**src/rtl/vec_cmd_enq_queues.sv**
```systemverilog
// vec_cmd_enq_queues: atomic dual-queue enqueue stage (cmdq + ximm1q) behind the vector decoder
//   vec_cmd_enq_fifo   : single-clock FIFO, any depth >= 2, registered count, no bypass
//     enq/enq_bits     : write at tail (caller guarantees not full)
//     deq_*            : valid/ready head, combinational read of storage
//     count/ready      : occupancy and not-full from the registered count
//   vec_cmd_enq_queues : decoder strobes in, replay/fire and ready masks out, two drain ports
module vec_cmd_enq_fifo #(
    parameter int W = 8,
    parameter int D = 4
) (
    input  logic                   clk,
    input  logic                   reset,
    input  logic                   enq,
    input  logic [W-1:0]           enq_bits,
    input  logic                   deq_ready,
    output logic                   deq_valid,
    output logic [W-1:0]           deq_bits,
    output logic                   ready,
    output logic [$clog2(D+1)-1:0] count
);
    localparam int PW = $clog2(D);
    localparam int CW = $clog2(D+1);
    localparam logic [PW-1:0] LAST = PW'(D - 1);
    localparam logic [CW-1:0] FULL = CW'(D);
    logic [W-1:0] mem [D];
    logic [PW-1:0] head, tail;
    logic pop;
    always_comb begin
        pop       = deq_ready & deq_valid;
        deq_valid = count != '0;
        ready     = count != FULL;
        deq_bits  = mem[head];
    end
    always_ff @(posedge clk or posedge reset) begin
        if (reset) begin
            head  <= '0;
            tail  <= '0;
            count <= '0;
        end else begin
            if (enq) tail <= tail == LAST ? '0 : tail + 1'b1;
            if (pop) head <= head == LAST ? '0 : head + 1'b1;
            count <= count + CW'(enq) - CW'(pop);
        end
    end
    always_ff @(posedge clk) begin
        if (enq) mem[tail] <= enq_bits;
    end
endmodule

module vec_cmd_enq_queues #(
    parameter int CMD_W       = 20,
    parameter int IMM_W       = 64,
    parameter int CMDQ_DEPTH  = 4,
    parameter int XIMMQ_DEPTH = 4
) (
    input  logic                             clk,
    input  logic                             reset,
    input  logic                             io_valid,
    input  logic                             io_sigs_enq_cmdq,
    input  logic                             io_sigs_enq_ximm1q,
    input  logic [CMD_W-1:0]                 io_cmd_bits,
    input  logic [IMM_W-1:0]                 io_imm_bits,
    output logic                             io_replay,
    output logic                             io_fire,
    output logic                             io_mask_cmdq_ready,
    output logic                             io_mask_ximm1q_ready,
    output logic                             io_cmdq_deq_valid,
    input  logic                             io_cmdq_deq_ready,
    output logic [CMD_W-1:0]                 io_cmdq_deq_bits,
    output logic                             io_ximm1q_deq_valid,
    input  logic                             io_ximm1q_deq_ready,
    output logic [IMM_W-1:0]                 io_ximm1q_deq_bits,
    output logic [$clog2(CMDQ_DEPTH+1)-1:0]  io_cmdq_count,
    output logic [$clog2(XIMMQ_DEPTH+1)-1:0] io_ximm1q_count
);
    // a full queue stalls the whole instruction, so neither queue writes on replay
    assign io_replay = io_valid & ((io_sigs_enq_cmdq & ~io_mask_cmdq_ready) |
                                   (io_sigs_enq_ximm1q & ~io_mask_ximm1q_ready));
    assign io_fire   = io_valid & ~io_replay;

    vec_cmd_enq_fifo #(.W(CMD_W), .D(CMDQ_DEPTH)) cmdq (
        .clk       (clk),
        .reset     (reset),
        .enq       (io_fire & io_sigs_enq_cmdq),
        .enq_bits  (io_cmd_bits),
        .deq_ready (io_cmdq_deq_ready),
        .deq_valid (io_cmdq_deq_valid),
        .deq_bits  (io_cmdq_deq_bits),
        .ready     (io_mask_cmdq_ready),
        .count     (io_cmdq_count)
    );

    vec_cmd_enq_fifo #(.W(IMM_W), .D(XIMMQ_DEPTH)) ximm1q (
        .clk       (clk),
        .reset     (reset),
        .enq       (io_fire & io_sigs_enq_ximm1q),
        .enq_bits  (io_imm_bits),
        .deq_ready (io_ximm1q_deq_ready),
        .deq_valid (io_ximm1q_deq_valid),
        .deq_bits  (io_ximm1q_deq_bits),
        .ready     (io_mask_ximm1q_ready),
        .count     (io_ximm1q_count)
    );
endmodule
```
**config.mk**
```make
export PLATFORM = sky130hd
export DESIGN_NAME = vec_cmd_enq_queues
export DESIGN_NICKNAME = d
export VERILOG_FILES = /design/src/rtl/vec_cmd_enq_queues.sv
export SDC_FILE = /design/constraint.sdc
export NUM_CORES = 1
export LEC_CHECK = 0
export CELL_PAD_IN_SITES_DETAIL_PLACEMENT = 0
export CELL_PAD_IN_SITES_GLOBAL_PLACEMENT = 1
export CORE_UTILIZATION = 53
export CTS_BUF_LIST = sky130_fd_sc_hd__clkbuf_4
export CTS_CLUSTER_SIZE = 24
export DETAILED_ROUTE_END_ITERATION = 7
export HOLD_SLACK_MARGIN = 0.03
export PLACE_DENSITY_LB_ADDON = 0.1
export REMOVE_ABC_BUFFERS = 1
export SLEW_MARGIN = 25
export SYNTH_ARGS = -nofsm -noshare
export SYNTH_HDL_FRONTEND = slang
export SYNTH_HIERARCHICAL = 1
export SYNTH_SLANG_ARGS = --single-unit
```
**constraint.sdc**
```tcl
create_clock -name clk -period 9.3 [get_ports clk]
set_input_delay 1.395 -clock clk [delete_from_list [all_inputs] [get_ports clk]]
set_output_delay 1.395 -clock clk [all_outputs]
set_load 0.005 [all_outputs]
```
==> results of run 1 <==
==> worst max path at each step <==
stage / endpoint / cells past startpoint / slack, ns
after detailed placement: io_ximm1q_deq_bits[32] / 3 / 5.17
final: io_ximm1q_deq_bits[42] / 3 / 4.60
after CTS: io_ximm1q_deq_bits[32] / 3 / 4.41
after global routing: io_ximm1q_deq_bits[14] / 3 / 4.31
after floorplan: io_ximm1q_deq_bits[0] / 1 / 4.64
after global placement: io_ximm1q_deq_bits[14] / 3 / 5.18
==> registers in the layout, summed over array words and instances, names as in the netlist <==
name          count
ximm1q/mem      256
cmdq/mem         80
cmdq/count        3
ximm1q/count      3
cmdq/head         2
cmdq/tail         2
ximm1q/head       2
ximm1q/tail       2
==> final cells by class <==
cell class,count,area (um2)
timing repair buffer,192,1920
tap,324,405
clock inverter,37,164
sequential,350,10400
multi-input combinational,139,2410
antenna,3,7.51
inverter,16,60.1
clock buffer,117,878
fill,1612,7960
==> Yosys cell counts, types with 3 or more instances <==
library cell | number | area [um2]
ha_1 | 14 | 175
nor2_1 | 3 | 11.3
and2_1 | 8 | 50.1
mux4_2 | 82 | 1850
mux2_2 | 4 | 45.0
inv_1 | 16 | 60.1
buf_6 | 7 | 78.8
o21ai_0 | 4 | 20.0
edfxtp_1 | 336 | 10100
dfrtp_1 | 14 | 350
buf_2 | 8 | 40.0
nand3_1 | 3 | 15.0
==> stage by stage <==
stage	util (%)	power [W]	std cells	hold WS [ns]	area, um2
after floorplan	-	0.00275	505	0.536	12900
after global placement	62.7	0.00342	1017	0.541	15200
after detailed placement	62.9	0.00346	1021	0.553	15200
after CTS	67.2	0.00465	1175	0.566	16300
after global routing	67.2	0.00482	1178	0.609	16300
final	67.2	0.00456	1178	0.560	16300
==> where the power goes <==
| part | total (W) | switching (W) | internal (W) | leakage, nW |
|---|---|---|---|---|
| sequential | 0.00211 | 0.000181 | 0.00193 | 3.21 |
| combinational | 0.00129 | 0.000456 | 0.000833 | 1.61 |
| clock | 0.00116 | 0.000574 | 0.000590 | 0.609 |
| total | 0.00456 | 0.00121 | 0.00335 | 5.43 |
==> cell families after synthesis <==
family          Yosys count
xor+xnor                  4
fa+ha+maj                16
mux                      88
buf+inv                  34
simple gates             24
compound gates            7
flops                   350
==> routing by layer <==
| layer | wire length (um) | share of wire (%) | global-route usage (%) | vias up |
|---|---|---|---|---|
| met4 | 383 | 1.7 | 7.81 | 0 |
| met2 | 11700 | 51 | 31.6 | 207 |
| li1 | - | - | - | 2804 |
| met1 | 9210 | 40 | 23.6 | 3115 |
| met5 | 0 | 0 | 0 | - |
| met3 | 1650 | 7.2 | 6.24 | 35 |
==> results.toml, run 1 <==
[final_layout]
layout_commonest_cell = "edfxtp_1"
area_growth_pct = 25.0
final_nets = 892
mostFrequentLayoutCells = "336 x edfxtp_1, 186 x clkdlybuf4s50_1, 117 x clkbuf_4, 82 x mux4_2, 29 x clkinv_1"
drive_gt1_share_pct = 26.8

[routing]
via_count = 6161
routed_wl_um = 23000
drtAntennaViolNets = 0
avgViaCountPerCell = 5.23
wl_per_cell_um = 19.5
drc = 0
firstDrtPassIters = 4
drt_iter0_drc = 270

[sta]
max_freq_ghz = 0.213
period_share_pct = 50.5
finalSetupViolCount = 0
rsz0062_at_grt = "no"
finalCriticalPeriod_ns = 4.70
finalHoldViolCount = 0
drv_slew = 0
clock_skew_ns = 0.0371
timing.setup.tns_ns = 0
tightest_slew_ns = 1.03
slew_headroom_pct = 31.7
layout_setup_ws_ns = 4.60

[cts]
cts_hold_buffers = 0
clock_latency_ns = 0.69
root_buffer = "clkbuf_4"
cts.repair.resized = 0
clock-sinks = 350
h-tree-depth = 3
post_cts_buffers = 0
cts.clk_slew.worst_paths_ns = 0.07
cts_tree = "yes"
cts_buffer_depth = 3
cts-buffers-inserted = 86

[die]
start_util_pct = 53.8
die-area_um2 = 25200
rows = 57
die_w_um = 159
ios = 187
die_y_um = 159
coreArea_um2 = 24200

[hold_path]
whs_path_depth = 1
holdCritStartpoint = "cmdq/count[2]"
worstHoldEndpoint = "cmdq/count[2]"
hp-class = "reg2reg"

[placed_design]
dp_hpwl_um = 13400
pre_cts_slack_ns = 5.17
portBuffers = 186
place.gp.congestion = 0.725

[synth]
async_flop_share_pct = 4.00
syn_inst = 523
yosysWarningCount = 6
synthAdderAreaFrac_pct = 1.65
synth_cell_types = 28
yosys_register_bits = 350
synthSimpleGateAreaFrac_pct = 1.18
synth_area_per_cell_um2 = 24.9
synth_mux_area_share_pct = 14.9
synth_compound_area_share_pct = 0.365
synth_top_family_by_area = "multiplexers"
synth_ff_type = "edfxtp_1"
synthesis.area_um2 = 13000
seq_area_frac_synth_pct = 80.1
synth_xor_area_share_pct = 0.269
synth_edf_count = 336

[worst_setup_path]
reg2reg_from = "cmdq/count[1]"
path_max_fanout = 38
worstPathCellList = "buf_4, mux4_2, clkdlybuf4s50_1"
worstPathArrival_ns = 3.30
critical_path.startpoint = "ximm1q/head[0]"
critPathSlowestCell = "dfrtp_4"
criticalPathCategory = "reg2out"
endpoint_kind = "primary output"
path_delay_family = "buffers and inverters"
cpPeakStageDelay_ns = 0.92
r2r-end = "ximm1q/mem[3][23]"
cp_num_buf_inv = 2
cp.required_ns = 7.91
worstSetupStartpointType = "flip-flop"
reg2reg_slack_ns = 6.75
reg2regPathDepth = 5

[job]
cap_violations = 0

[global_route]
grt_max_degree = 67
grtUsageTotal_pct = 19.2
antenna_found_initial = 1
grt_pass1_wl_um = 36500
grt-ovfl-total = 0
grt_pass1_vias = 6829

[pwr]
power_density_nw_per_um2 = 280
leakagePower_nw = 5.43
ir_worst_vdd_uv = 153

[outcome]
status = "complete, no violations"
(Power assumes the default switching activity.)
==> run 2: changes to the inputs <==
--- a/config.mk
+++ b/config.mk
@@ -7,7 +7,7 @@
 export LEC_CHECK = 0
 export CELL_PAD_IN_SITES_DETAIL_PLACEMENT = 0
 export CELL_PAD_IN_SITES_GLOBAL_PLACEMENT = 1
-export CORE_UTILIZATION = 53
+export CORE_UTILIZATION = 45
 export CTS_BUF_LIST = sky130_fd_sc_hd__clkbuf_4
 export CTS_CLUSTER_SIZE = 24
 export DETAILED_ROUTE_END_ITERATION = 7
==> constraint.sdc (replaced) <==
create_clock -name clk -period 4 [get_ports clk]
set_input_delay 0.6 -clock clk [delete_from_list [all_inputs] [get_ports clk]]
set_output_delay 0.6 -clock clk [all_outputs]
set_load 0.005 [all_outputs]
==> results.toml, run 2 (synthesized netlist as in run 1, its figures left out) <==
[outcome]
status = "complete, no violations"

[die]
die-area_um2 = 29600
start_util_pct = 46.3
ios = 187
coreArea_um2 = 28200
rows = 61
die_y_um = 172
die_w_um = 172

[sta]
rsz0062_at_grt = "no"
finalSetupViolCount = 0
slew_headroom_pct = 32.3
drv_slew = 0
layout_setup_ws_ns = 0.408
finalCriticalPeriod_ns = 3.59
period_share_pct = 89.8
max_freq_ghz = 0.278
finalHoldViolCount = 0
whs_ns = 0.193
tightest_slew_ns = 1.02
clock_skew_ns = 0.0402
timing.setup.tns_ns = 0

[global_route]
grt_pass1_vias = 6955
grt-ovfl-total = 0
grt_max_degree = 67
grt_pass1_wl_um = 37700
grtUsageTotal_pct = 17.5
antenna_found_initial = 4

[routing]
drc = 0
avgViaCountPerCell = 5.09
wl_per_cell_um = 20.1
drtAntennaViolNets = 0
firstDrtPassIters = 4
via_count = 6215
routed_wl_um = 24500
drt_iter0_drc = 357

[final_layout]
area_growth_pct = 26.2
mostFrequentLayoutCells = "336 x edfxtp_1, 186 x clkdlybuf4s50_1, 121 x clkbuf_4, 82 x mux4_2, 16 x inv_1"
drive_gt1_share_pct = 28.3
reg_top3 = "ximm1q/mem (256), cmdq/mem (80)"
layout_commonest_cell = "edfxtp_1"
nFillCells = 2060
top_register = "ximm1q/mem"
final_nets = 899
largest_reg_flops = 256

[cts]
cts_buffer_depth = 3
cts-buffers-inserted = 88
post_cts_buffers = 0
h-tree-depth = 3
cts.repair.resized = 0
clock_latency_ns = 0.71
root_buffer = "clkbuf_4"
cts_hold_buffers = 0
clock-sinks = 350
cts.clk_slew.worst_paths_ns = 0.07
cts_tree = "yes"

[placed_design]
dp_hpwl_um = 14500
place.gp.congestion = 0.711
portBuffers = 186
pre_cts_slack_ns = 1.05

[worst_setup_path]
path_max_fanout = 36
worstSetupStartpointType = "flip-flop"
cp.required_ns = 3.40
worstPathArrival_ns = 2.99
endpoint_kind = "primary output"
criticalPathCategory = "reg2out"

[pwr]
power.internal_w = 0.00796
power_density_nw_per_um2 = 656
pwr-share-clk_pct = 26.2
leakagePower_nw = 5.48
switching_share_pct = 26.2
combPwrFrac_pct = 28.4
seq_power_share_pct = 45.4
switching_power_w = 0.00282
ir_worst_vdd_uv = 372

[hold_path]
hp-class = "in2async"

[job]
cap_violations = 0
[run 2: path summary, 6_finish.rpt]
check                          startpoint                     end  slack [ns]  depth (start not counted)
max                        ximm1q/head[0]  io_ximm1q_deq_bits[43]        0.41                          3
min                                 reset            cmdq/tail[0]        0.19                          2
max in group asynchronous           reset          ximm1q/head[0]        3.55                          2
min in group clk           io_imm_bits[2]        ximm1q/mem[0][2]        0.53                          1
min reg2reg                 cmdq/count[2]           cmdq/count[2]        0.58                          1
max reg2reg                 cmdq/count[1]       ximm1q/mem[3][60]        1.45                          6
[run 2: power by group through the flow]
stage / sequential (W) / combinational [W] / clock (W)
2_1_floorplan: 0.00496 / 0.00144 / 0
4_1_cts: 0.00493 / 0.00315 / 0.00294
6_report: 0.00490 / 0.00306 / 0.00283
3_5_place_dp: 0.00501 / 0.00313 / 0
3_3_place_gp: 0.00498 / 0.00310 / 0
5_1_grt: 0.00498 / 0.00333 / 0.00313
[run 2: area by class of cell]
cell class	count	area, um2	area share, %
Inverter	16	60.1	0.365
Tap cell	378	473	2.88
Clock buffer	121	908	5.52
Antenna cell	1	2.50	0.0152
Sequential cell	350	10400	63.5
Timing Repair Buffer	197	2010	12.2
Clock inverter	19	144	0.875
Multi-Input combinational cell	139	2410	14.6
[run 2: routing by layer]
layer | track usage (%) | vias up | share of wire, %
met5 | 0 | - | 0.19
met1 | 20.8 | 3176 | 40
met4 | 7.16 | 6 | 1.4
met3 | 6.11 | 34 | 7.7
met2 | 29.1 | 202 | 51
li1 | - | 2797 | -
[run 2: stage by stage]
step / instances / utilization, % / total power (W) / cell area [um2]
after global routing: 1221 / 58.4 / 0.0114 / 16400
final: 1221 / 58.4 / 0.0108 / 16400
after detailed placement: 1080 / 54.7 / 0.00813 / 15400
after global placement: 1080 / 54.7 / 0.00807 / 15400
after floorplan: 505 / - / 0.00640 / 12900
after CTS: 1220 / 58.4 / 0.0110 / 16400
[run 2: worst max-delay path, stage by stage (launching register included)]
cell	delay [ns]
dfrtp_4	0.90
buf_12	0.31
mux4_2	0.57
clkdlybuf4s50_1	0.47
